--- src/rtl/csr_trap_unit.sv ---
// csr_trap_unit: machine-mode CSR file and trap/mret sequencer.
// Serves one CSR read-modify-write at a time and redirects fetch on trap/mret.
module csr_trap_unit #(
    parameter int          MXLEN       = 32,
    parameter logic [31:0] HART_ID     = 32'd0,
    parameter logic [31:0] MTVEC_RESET = 32'h0000_0000
) (
    input  logic             clk,
    input  logic             rst_n,
    input  logic             csr_req_valid,
    output logic             csr_req_ready,
    input  logic [1:0]       csr_op,
    input  logic [11:0]      csr_addr,
    input  logic [MXLEN-1:0] csr_wdata,
    output logic             csr_rsp_valid,
    output logic [MXLEN-1:0] csr_rdata,
    output logic             csr_rsp_illegal,
    input  logic             trap_valid,
    input  logic             trap_is_irq,
    input  logic [4:0]       trap_cause,
    input  logic [MXLEN-1:0] trap_pc,
    input  logic [MXLEN-1:0] trap_tval,
    input  logic             mret_valid,
    input  logic             irq_sw,
    input  logic             irq_tim,
    input  logic             irq_ext,
    output logic             irq_pending,
    output logic             redirect_valid,
    output logic [MXLEN-1:0] redirect_pc
);

    typedef enum logic [1:0] {
        IDLE     = 2'd0,
        CSR_EXEC = 2'd1,
        TRAP     = 2'd2,
        MRET     = 2'd3
    } state_t;

    localparam logic [31:0] MISA_VAL  = 32'h4000_1100;
    localparam logic [31:0] MIE_MASK  = 32'h0000_0888;
    localparam logic [31:0] MCAU_MASK = 32'h8000_001F;
    localparam logic [31:0] MTVEC_RST =
        {MTVEC_RESET[31:2], MTVEC_RESET[1] ? 2'b00 : MTVEC_RESET[1:0]};

    state_t state_q, state_d;

    logic        st_mie, st_mpie;
    logic [31:0] mie_q, mtvec_q, mscratch_q, mepc_q, mcause_q, mtval_q;

    logic [1:0]  req_op;
    logic [11:0] req_addr;
    logic [31:0] req_wdata;
    logic        tr_irq;
    logic [4:0]  tr_cause;
    logic [31:0] tr_pc, tr_tval;

    logic [31:0] mip_val, mstatus_val, rd_val, wr_val;
    logic        impl, ro, illegal, wen;

    assign mip_val     = {20'b0, irq_ext, 3'b0, irq_tim, 3'b0, irq_sw, 3'b0};
    assign mstatus_val = {19'b0, 2'b11, 3'b0, st_mpie, 3'b0, st_mie, 3'b0};
    assign irq_pending = st_mie & (|(mip_val & mie_q));

    assign csr_req_ready = (state_q == IDLE) && !trap_valid && !mret_valid;

    // Next-state selection; trap beats mret beats CSR request in IDLE.
    always_comb begin
        state_d = IDLE;
        unique case (state_q)
            IDLE: begin
                if (trap_valid)         state_d = TRAP;
                else if (mret_valid)    state_d = MRET;
                else if (csr_req_valid) state_d = CSR_EXEC;
                else                    state_d = IDLE;
            end
            default: state_d = IDLE;
        endcase
    end

    // State register.
    always_ff @(posedge clk or negedge rst_n) begin
        if (!rst_n) state_q <= IDLE;
        else        state_q <= state_d;
    end

    // Capture the accepted request so the execute cycle is self-contained.
    always_ff @(posedge clk or negedge rst_n) begin
        if (!rst_n) begin
            req_op    <= 2'b00;
            req_addr  <= 12'h000;
            req_wdata <= 32'h0;
            tr_irq    <= 1'b0;
            tr_cause  <= 5'h0;
            tr_pc     <= 32'h0;
            tr_tval   <= 32'h0;
        end else if (state_q == IDLE) begin
            if (trap_valid) begin
                tr_irq   <= trap_is_irq;
                tr_cause <= trap_cause;
                tr_pc    <= trap_pc;
                tr_tval  <= trap_tval;
            end else if (csr_req_valid && !mret_valid) begin
                req_op    <= csr_op;
                req_addr  <= csr_addr;
                req_wdata <= csr_wdata;
            end
        end
    end

    // Address decode: read value, existence and read-only attribute.
    always_comb begin
        rd_val = 32'h0;
        impl   = 1'b1;
        ro     = (req_addr[11:10] == 2'b11);
        unique case (req_addr)
            12'h300: rd_val = mstatus_val;
            12'h301: begin rd_val = MISA_VAL; ro = 1'b1; end
            12'h304: rd_val = mie_q;
            12'h305: rd_val = mtvec_q;
            12'h340: rd_val = mscratch_q;
            12'h341: rd_val = mepc_q;
            12'h342: rd_val = mcause_q;
            12'h343: rd_val = mtval_q;
            12'h344: begin rd_val = mip_val; ro = 1'b1; end
            12'hF11: rd_val = 32'h0;
            12'hF12: rd_val = 32'h0;
            12'hF13: rd_val = 32'h0;
            12'hF14: rd_val = HART_ID;
            default: impl = 1'b0;
        endcase
    end

    assign illegal = !impl || ((req_op != 2'b00) && ro);

    // Read-modify-write operand for RW/RS/RC.
    always_comb begin
        wr_val = rd_val;
        unique case (req_op)
            2'b01:   wr_val = req_wdata;
            2'b10:   wr_val = rd_val | req_wdata;
            2'b11:   wr_val = rd_val & ~req_wdata;
            default: wr_val = rd_val;
        endcase
    end

    assign wen = (state_q == CSR_EXEC) && (req_op != 2'b00) && !illegal;

    assign csr_rsp_valid   = (state_q == CSR_EXEC);
    assign csr_rsp_illegal = csr_rsp_valid && illegal;
    assign csr_rdata       = (csr_rsp_valid && !illegal) ? rd_val : 32'h0;

    // Redirect target: trap vector or saved mepc.
    always_comb begin
        redirect_valid = 1'b0;
        redirect_pc    = 32'h0;
        unique case (state_q)
            TRAP: begin
                redirect_valid = 1'b1;
                redirect_pc    = {mtvec_q[31:2], 2'b00};
                if (mtvec_q[1:0] == 2'b01 && tr_irq)
                    redirect_pc = {mtvec_q[31:2], 2'b00} +
                                  {25'b0, tr_cause, 2'b00};
            end
            MRET: begin
                redirect_valid = 1'b1;
                redirect_pc    = mepc_q;
            end
            default: ;
        endcase
    end

    // CSR state: WARL writes, trap entry and mret updates.
    always_ff @(posedge clk or negedge rst_n) begin
        if (!rst_n) begin
            st_mie     <= 1'b0;
            st_mpie    <= 1'b0;
            mie_q      <= 32'h0;
            mtvec_q    <= MTVEC_RST;
            mscratch_q <= 32'h0;
            mepc_q     <= 32'h0;
            mcause_q   <= 32'h0;
            mtval_q    <= 32'h0;
        end else if (wen) begin
            unique case (req_addr)
                12'h300: begin
                    st_mie  <= wr_val[3];
                    st_mpie <= wr_val[7];
                end
                12'h304: mie_q <= wr_val & MIE_MASK;
                12'h305: mtvec_q <= {wr_val[31:2],
                                     wr_val[1] ? mtvec_q[1:0] : wr_val[1:0]};
                12'h340: mscratch_q <= wr_val;
                12'h341: mepc_q     <= wr_val & ~32'h3;
                12'h342: mcause_q   <= wr_val & MCAU_MASK;
                12'h343: mtval_q    <= wr_val;
                default: ;
            endcase
        end else if (state_q == TRAP) begin
            mepc_q   <= tr_pc & ~32'h3;
            mcause_q <= {tr_irq, 26'b0, tr_cause};
            mtval_q  <= tr_irq ? 32'h0 : tr_tval;
            st_mpie  <= st_mie;
            st_mie   <= 1'b0;
        end else if (state_q == MRET) begin
            st_mie  <= st_mpie;
            st_mpie <= 1'b1;
        end
    end

endmodule

--- config.mk ---
export PLATFORM = sky130hd
export DESIGN_NAME = csr_trap_unit
export DESIGN_NICKNAME = d
export VERILOG_FILES = /design/src/rtl/csr_trap_unit.sv
export SDC_FILE = /design/constraint.sdc
export NUM_CORES = 1
export LEC_CHECK = 0
export CAP_MARGIN = 0
export CORE_AREA = 2 2 200 202
export CTS_CLUSTER_DIAMETER = 60
export CTS_CLUSTER_SIZE = 12
export DETAILED_ROUTE_END_ITERATION = 8
export DIE_AREA = 0 0 202 204
export SLEW_MARGIN = 15
export SYNTH_ARGS = -nofsm -noshare
export SYNTH_HDL_FRONTEND = slang
export SYNTH_SLANG_ARGS = --single-unit
--- constraint.sdc ---
create_clock -name clk -period 5.33 [get_ports clk]
set_input_delay 0.533 -clock clk [delete_from_list [all_inputs] [get_ports clk]]
set_output_delay 0.533 -clock clk [all_outputs]
set_load 0.01 [all_outputs]
==> results.md, run 1 <==
* Net count, final at 1601
* CTS Buf Count at 31
* Post-synth EDFFs at 0
* Register Area at 6310 um^2
* Synth area leaders: dfrtp_1 (47%), mux2_2 (14%), nand2_1 (4.1%)
* Clock power frac at 27.7%
* CP required at 4.80 ns
* Diode count at 0
* Status: complete, no violations
* GRT met1 Usage at 30.5%
* # rows at 73
* Clk_lat worst skew at 0.59 ns
* Post-synth ARST share at 100%
* CP startpoint: req_addr[1]$_DFFE_PN0P_
* Crit start category: register
* CP Buf/Inv Count at 3
* Root Buffer Master: clkbuf_16
* Multi-input combinational cell area at 6710 um^2
* Chip Height at 204 um
* Post-synthesis sequential area ratio at 46.7%
* Sw Ratio at 36.9%
* Initial DRT Pass Iterations at 5
* Synth Warn # at 0
* DRT iter0 DRCs at 865
* Synthesis-to-layout area growth at 25.0%
* Setup violators final at 0
* Initial antenna violation count at 0
* Initial Util at 34.5%
* DR vias/cell at 5.50
* Routed Antenna Nets at 0
* Max Cap Violations at 0
* Setup CP Type: reg2out
* Clk sink count at 252
* Clock Skew at 0.0284 ns
* Lkg Pwr at 6.87 nW
* Arr. time, crit path at 4.11 ns
* CTS max path bufs at 3
* Filler cells at 3752
* Delay-heaviest family, CP: buffers and inverters
* Crit-path cells: buf_4 > o31ai_1 > a21oi_1 > nand3_1 > buf_4 > a211oi_1 > clkdlybuf4s50_1
* FF-to-FF Start: req_addr[2]$_DFFE_PN0P_
* CP max-delay cell: dfrtp_2
* Routed len/inst at 22.3 um
* Via count at 11100
* CTS H-tree depth at 1
* Net Sw Power at 2.82 mW
* Post_cts resized at 0
* Routability congestion estimate at 0.916
* Total Die Area at 41200 um^2
* Post-Layout Cell Count at 2016
* Power per cell area at 453 nW/um^2
* Hold Fails Final Rpt at 0
* Vias in the first global route at 11300
* Synth Cell Area at 13500 um^2
* I/O pin total at 193
* # hold bufs at CTS at 0
* Sum Neg Setup Slack at 0 ns
* Max-slew headroom at 26.2%
* GRT busiest layer: met2
* Top FF cell, synth: dfrtp_1
* Flop pwr share at 39.9%
* TritonCTS clock tree: done
* Max Slew Vio Count at 0
* Fraction of layout cells with a size suffix above 1 at 18.6%
* Met3 Resource Use GR at 3.17%
* Crit path capture type: output port
* Worst-path clk slew at 0.06 ns
* Routed WL at 45000 um
* First-pass GRT wire length at 68400 um
* Final worst path period share at 87.1%
* GRT Residual Overflow at 0
* Die W at 202 um
* Top-area cell type share of the netlist area at 46.7%
* Logic pwr share at 32.4%
* Inst Count DP at 1963
* Unrepaired setup endpoints after global routing: false
* DRC at 0
* Postcts setup bufs at 0
* Slew @ Worst Pin at 1.10 ns
* GRT Total Usage at 21.7%
* Core Region at 39200 um^2
* Synth Instances at 1318
* Met2 Usage GRT at 34.2%
* Seq cells post-synth at 252
* Int Pwr at 4.83 mW
* CP max FO at 33
* Largest stage delay on the critical path at 0.70 ns
* Post-DP HPWL at 30300 um
* Worst VDD drop at 0.000255 V
* Cell variety after synth at 82
* PortBufs at 188
* Largest area contributor in the synthesized netlist: dfrtp_1
* Mean post-synth cell area at 10.2 um^2
* F_max at 215 MHz
* Hold WC Path Type: in2async
* Tmin final at 4.64 ns
* Largest net degree at the start of global routing at 136
* Critical Path Most Common Cell: buf_4
## cell usage in the layout (no fill, tap or decap), types with 27 or more instances in the layout
cell type / n
a21oi_1: 35
a22oi_1: 46
a31oi_1: 56
buf_4: 27
clkbuf_16: 31
clkdlybuf4s50_1: 187
dfrtp_1: 249
mux2_2: 166
mux2i_1: 31
nand2_1: 146
nand3_1: 40
nor2_1: 97
o21ai_0: 79
xnor2_1: 41
## cell type report
type                       count  share of cell area [%]
inverter                      19                   0.423
timing repair buffer         216                    12.5
clock inverter                14                   0.971
clock buffer                  39                    5.07
tap                          525                    3.89
sequential                   252                    37.4
multi-input combinational    951                    39.8
## power groups by stage
stage,Combinational (mW),Clock [mW],Sequential [mW]
floorplan,1.78,0,2.81
global placement,2.41,0,3.05
detailed placement,2.45,0,3.08
CTS,2.46,2.16,3.04
global route,2.71,2.24,3.12
finish,2.48,2.12,3.05
## registers in the layout, indices dropped and copies added (netlist names), 5 cells and up
register and flops:
mcause_q 6, tr_cause 5, tr_tval 32, mtval_q 32, mtvec_q 31, mepc_q 30, tr_pc 30, req_addr 12
mscratch_q 32, req_wdata 32
## per-layer routing
metal | vias to the layer above | routed length, um
li1 | 5108 | -
met1 | 5512 | 20500
met2 | 390 | 20300
met3 | 82 | 2640
met4 | 0 | 1590
met5 | - | 0
## metrics by stage
step | power, mW | instance area, um^2 | utilization (%) | hold slack (ns) | setup WS (ns)
2_1_floorplan | 4.60 | 13500 | - | 0.237 | 2.32
3_3_place_gp | 5.46 | 15900 | 40.5 | 0.462 | 1.40
3_5_place_dp | 5.53 | 15900 | 40.5 | 0.470 | 1.37
4_1_cts | 7.67 | 16900 | 43.1 | 0.0602 | 0.744
5_1_grt | 8.06 | 16900 | 43.1 | 0.0807 | 0.551
6_report | 7.65 | 16900 | 43.1 | 0.0106 | 0.688
## cell usage after synthesis (8+ instances only)
cell type / n
mux2_2: 166
mux2i_1: 31
dfrtp_1: 252
buf_1: 8
buf_4: 8
a22oi_1: 46
nand2_1: 147
a31oi_1: 56
nor3_1: 18
o21ai_0: 79
a21oi_1: 35
clkbuf_1: 58
and3_1: 8
nor3b_1: 9
nor2b_1: 12
and2_1: 9
buf_2: 19
nand3_1: 41
inv_1: 19
nor2_1: 97
nor4_1: 9
xnor2_1: 41
## cells by family (layout without fill, tap and decap cells)
logic type                 after synthesis  count (layout)  synth area share (%)
xor gates and xnor gates                44              44                  2.85
adders and majority gates                6               6                 0.612
DFF                                    252             252                  46.7
other                                    1               2                0.0278
AOI/OAI and AO/OA                      302             302                  15.1
and+or+nand+nor                        397             397                  14.2
muxes                                  200             200                  16.6
buffers and inverters                  116             288                  3.80
## path summary, 6_finish.rpt
| kind | endpoint | slack (ns) | depth (start not counted) |
|---|---|---|---|
| max | csr_rdata[12] | 0.69 | 7 |
| min | mepc_q[3]$_DFFE_PN0P_ | 0.01 | 1 |
| max reg2reg | mepc_q[29]$_DFFE_PN0P_ | 1.80 | 6 |
| min reg2reg | mscratch_q[11]$_DFFE_PN0P_ | 0.48 | 2 |
| max in group asynchronous | req_op[1]$_DFFE_PN0P_ | 4.00 | 2 |
| min in group clk | mscratch_q[11]$_DFFE_PN0P_ | 0.48 | 2 |
Power figures use the tool's default switching activity.
==> inputs of run 2 (changes only) <==
--- a/config.mk
+++ b/config.mk
@@ -11,6 +11,7 @@
 export CTS_CLUSTER_SIZE = 12
 export DETAILED_ROUTE_END_ITERATION = 8
 export DIE_AREA = 0 0 202 204
+export GPL_ROUTABILITY_DRIVEN = 0
 export SLEW_MARGIN = 15
 export SYNTH_ARGS = -nofsm -noshare
 export SYNTH_HDL_FRONTEND = slang
==> run 2 against run 1 <==
  * Total power fell by 3.6%
  * Non-clock buffer count decreased by 3
  * Worst hold slack improved by 0.47 ns
  * Via count is 0.63% higher
  * Sequential power barely moved
  * Largest power group unchanged
  * Clock skew is 0.0083 ns lower
  * Critical endpoint is now redirect_pc[29]
==> results.md, run 2 (synthesized netlist as in run 1, its figures left out) <==
* Tmin final at 4.56 ns
* CP required at 4.80 ns
* Post_cts resized at 0
* Largest net degree at the start of global routing at 107
* Lkg Pwr at 6.79 nW
* Met1 WL at 19800 um
* CP max FO at 9
* # rows at 73
* Top routing layer in use: met4
* Final worst path period share at 85.5%
* Routed Antenna Nets at 0
* Sum Neg Setup Slack at 0 ns
* Hold Slack at 0.482 ns
* Hold WC Path Type: reg2reg
* CTS H-tree depth at 1
* Vias in the first global route at 11300
* Crit start category: register
* Setup violators final at 0
* Initial DRT Pass Iterations at 5
* Clk_lat worst skew at 0.55 ns
* Max Slew Vio Count at 0
* Routed len/inst at 22.2 um
* Met3 routed WL at 2740 um
* Post-Layout Cell Count at 2002
* I/O pin total at 193
* Worst-path clk slew at 0.06 ns
* F_max at 219 MHz
* GRT Total Usage at 21.5%
* Total Die Area at 41200 um^2
* Crit path capture type: output port
* Arr. time, crit path at 4.02 ns
* PortBufs at 188
* Diode count at 0
* Core Region at 39200 um^2
* Power per cell area at 441 nW/um^2
* CTS max path bufs at 3
* CP startpoint: tr_irq$_DFFE_PN0P_
* Clk sink count at 252
* FF-to-FF Start: req_addr[1]$_DFFE_PN0P_
* CTS Buf Count at 28
* DR vias/cell at 5.58
* Unrepaired setup endpoints after global routing: false
* Die W at 202 um
* Post-DP HPWL at 30000 um
* Design area at 16700 um^2
* Worst VDD drop at 0.000233 V
* Status: complete, no violations
* Placement Cell Area at 15800 um^2
* Synthesis-to-layout area growth at 23.8%
* Setup CP Type: reg2out
* Hold Fails Final Rpt at 0
* Commonest cells after routing, fill and taps aside: dfrtp_1 (249), clkdlybuf4s50_1 (187), mux2_2 (166)
* GRT Residual Overflow at 0
* WL met2 at 20300 um
* Routed WL at 44500 um
* Postcts setup bufs at 0
* Chip Height at 204 um
* Net count, final at 1595
* Most common cell after layout, fill and taps aside: dfrtp_1
* Fraction of layout cells with a size suffix above 1 at 17.8%
* Root Buffer Master: clkbuf_16
* DRC at 0
* Inst Count DP at 1959
* Max-slew headroom at 9.04%
* Hold wc startpoint: mscratch_q[0]$_DFFE_PN0P_
* Slew @ Worst Pin at 1.35 ns
* DRT iter0 DRCs at 949
* Initial antenna violation count at 0
* First-pass GRT wire length at 68200 um
* Initial Util at 34.5%
* TritonCTS clock tree: done
* Max Cap Violations at 0
* Via count at 11200
* Clock Skew at 0.0201 ns
==> run 2: cell count changes in the layout (fill, tap and decap cells not counted), moves of 2 or more <==
cell | previous run | this run
buf_4 | 27 | 22
clkbuf_16 | 31 | 28
clkinvlp_4 | 4 | 1
inv_6 | 4 | 1
clkbuf_8 | 5 | 3
==> run 2: worst max-delay path, stage by stage, from the launching register on <==
cell and delay, ns:
dfrtp_1 0.59, nand4_1 0.46, o21bai_1 0.51, nor4_2 0.81
a41oi_1 0.21, o311a_1 0.39, clkdlybuf4s50_1 0.50
==> run 2: through the flow <==
stage / power (mW) / worst slack [ns] / util (%)
after floorplan: 4.60 / 2.32 / -
after global placement: 5.43 / 1.41 / 40.4
after detailed placement: 5.50 / 1.34 / 40.4
after CTS: 7.40 / 0.749 / 42.7
after global routing: 7.80 / 0.528 / 42.7
final: 7.38 / 0.773 / 42.7
==> run 2: area by class of cell <==
class / instances / area, um^2
clock buffers: 34 / 753
multi-input cells: 951 / 6700
fillers: 3799 / 22500
well taps: 525 / 657
repair buffers: 213 / 2100
flip-flops and latches: 252 / 6310
clock inverters: 8 / 118
inverters: 19 / 71.3
==> run 2: worst paths after layout <==
path	slack [ns]	cells past startpoint	end
max reg2reg	1.52	8	mtval_q[7]$_DFFE_PN0P_
max	0.77	6	redirect_pc[29]
min reg2reg	0.48	2	mscratch_q[0]$_DFFE_PN0P_
min in group asynchronous	0.55	2	tr_tval[28]$_DFFE_PN0P_
max in group asynchronous	3.52	3	req_wdata[10]$_DFFE_PN0P_
min	0.48	2	mscratch_q[0]$_DFFE_PN0P_
==> run 2: per-layer routing <==
metal  vias to the layer above  GRT usage (%)
li1                       5078              -
met1                      5542           29.7
met2                       447           34.6
met3                        95           2.87
met4                         0           7.59
met5                         -              0
==> run 2: power by group <==
part | switching [mW] | internal [mW] | leakage (nW)
registers | 0.553 | 2.50 | 3.05
clock network | 0.788 | 1.09 | 0.424
logic | 1.35 | 1.10 | 3.31
==> run 2: repair_timing <==
action / CTS / global route
setup endpoints to repair: 0 / 0
hold buffers: 1 / 0
endpoints found under the hold margin: 13 / 0
==> inputs of run 3 (changes only) <==
--- a/config.mk
+++ b/config.mk
@@ -12,6 +12,7 @@
 export DETAILED_ROUTE_END_ITERATION = 8
 export DIE_AREA = 0 0 202 204
 export GPL_ROUTABILITY_DRIVEN = 0
+export SETUP_SLACK_MARGIN = 0.5
 export SLEW_MARGIN = 15
 export SYNTH_ARGS = -nofsm -noshare
 export SYNTH_HDL_FRONTEND = slang
==> constraint.sdc (replaced) <==
create_clock -name clk -period 5.9 [get_ports clk]
set_input_delay 0.59 -clock clk [delete_from_list [all_inputs] [get_ports clk]]
set_output_delay 0.59 -clock clk [all_outputs]
set_load 0.01 [all_outputs]
==> run 3 against run 2 <==
  * Clock power decreased by 5%
  * Total power decreased by 8.6%
  * Die area unchanged
  * Critical path depth increased by 1
  * First-iteration DRC count increased by 4.2%
  * Clock skew decreased by 0.011 ns
  * Cell count about the same
  * Final area increased by 0.11%
  * Clock-buffer cell count unchanged
  * Critical endpoint is now csr_rdata[1]
  * Largest power group unchanged
==> results.md, run 3 (synthesized netlist as in run 1, its figures left out) <==
* Most common cell after layout, fill and taps aside: dfrtp_1
* TritonCTS clock tree: done
* CP max FO at 25
* Arr. time, crit path at 4.10 ns
* Postcts setup bufs at 0
* Net count, final at 1594
* Initial antenna violation count at 0
* Crit start category: register
* Sum Neg Setup Slack at 0 ns
* Setup violators final at 0
* Max Cap Violations at 0
* Filler cells at 3795
* DRC at 0
* CP required at 5.31 ns
* Initial Util at 34.5%
* Routed WL at 44600 um
* Routed Antenna Nets at 0
* Fraction of layout cells with a size suffix above 1 at 18.2%
* Worst VDD drop at 0.000257 V
* Via count at 11100
* Clock Skew at 0.00863 ns
* Tmin final at 4.69 ns
* CTS max path bufs at 3
* Register Area at 6310 um^2
* Core Region at 39200 um^2
* Routed len/inst at 22.3 um
* Diode count at 0
* Initial DRT Pass Iterations at 8
* Chip Height at 204 um
* Die W at 202 um
* Commonest cells after routing, fill and taps aside: dfrtp_1 (249), clkdlybuf4s50_1 (187), mux2_2 (166)
* Largest net degree at the start of global routing at 117
* Hold Fails Final Rpt at 0
* Power per cell area at 403 nW/um^2
* GRT Total Usage at 21.4%
* Inst Count DP at 1957
* Crit-path cells: nor2_1 > a21oi_1 > o31ai_1 > a21oi_1 > nand3_1 > nor2_1 > clkdlybuf4s50_1
* Total Die Area at 41200 um^2
* Setup CP Type: reg2out
* CTS H-tree depth at 1
* Max-slew headroom at 17.3%
* Multi-input combinational cell area at 6710 um^2
* Worst-path clk slew at 0.06 ns
* Clk sink count at 252
* Synthesis-to-layout area growth at 24.0%
* Vias in the first global route at 11200
* Unrepaired setup endpoints after global routing: false
* DRT iter0 DRCs at 989
* Largest stage delay on the critical path at 0.99 ns
* DR vias/cell at 5.54
* # hold bufs at CTS at 0
* Post-Layout Cell Count at 2004
* Root Buffer Master: clkbuf_16
* I/O pin total at 193
* Final worst path period share at 79.5%
* CTS Buf Count at 30
* CP max-delay cell: dfrtp_1
* GRT Residual Overflow at 0
* Post_cts resized at 0
* Lkg Pwr at 6.81 nW
* Hold WC Path Type: in2async
* Crit path capture type: output port
* First-pass GRT wire length at 67900 um
* Max Slew Vio Count at 0
* # rows at 73
* PortBufs at 188
* Slew @ Worst Pin at 1.23 ns
* Clk_lat worst skew at 0.57 ns
* Post-DP HPWL at 29900 um
* Hold Slack at 0.0958 ns
* F_max at 213 MHz
* Status: complete, no violations
==> run 3: final timing paths <==
check	startpoint	to	slack (ns)	cells after the start
worst max-delay path	req_addr[6]$_DFFE_PN0P_	csr_rdata[1]	1.21	7
worst min-delay path	rst_n	tr_pc[7]$_DFFE_PN0P_	0.1	1
worst max register to register	req_op[0]$_DFFE_PN0P_	mtvec_q[28]$_DFFE_PN0P_	1.85	7
worst min register to register	mscratch_q[3]$_DFFE_PN0P_	mscratch_q[3]$_DFFE_PN0P_	0.48	2
max in group asynchronous	rst_n	req_addr[0]$_DFFE_PN0P_	4.27	2
min in group clk	mscratch_q[3]$_DFFE_PN0P_	mscratch_q[3]$_DFFE_PN0P_	0.48	2
==> run 3: layer usage <==
| metal | vias to the layer above | part of all wire, % | GRT usage (%) |
|---|---|---|---|
| met5 | - | 0 | 0 |
| met4 | 0 | 4.4 | 9.03 |
| met1 | 5447 | 43 | 29.6 |
| met3 | 108 | 7.5 | 3.67 |
| li1 | 5070 | - | - |
| met2 | 473 | 45 | 33.2 |
==> run 3: area by class of cell <==
class | count | share of cell area [%]
inverter | 19 | 0.426
multi-input combinational | 951 | 40.1
clock buffer | 34 | 4.82
timing repair buffer | 210 | 12.3
clock inverter | 13 | 0.703
sequential | 252 | 37.7
tap | 525 | 3.93
==> run 3: through the flow <==
| step | instance area [um^2] | worst slack [ns] | util [%] | total power [mW] |
|---|---|---|---|---|
| detailed placement | 15800 | 1.94 | 40.3 | 4.97 |
| global placement | 15800 | 1.85 | 40.3 | 4.90 |
| finish | 16700 | 1.21 | 42.7 | 6.74 |
| CTS | 16700 | 1.34 | 42.7 | 6.76 |
| global route | 16700 | 1.03 | 42.7 | 7.12 |
| floorplan | 13500 | 2.84 | - | 4.15 |
==> run 3: critical path: cells and delay by family, from the launching register on <==
family / cells / cell delay [ns]
simple gates: 3 / 1.27
flops: 1 / 0.99
compound gates: 3 / 0.67
buf+inv: 1 / 0.60
==> run 3: where the power goes <==
part	internal [mW]	switching [mW]
clock network	1.02	0.759
registers	2.25	0.528
logic	0.984	1.20
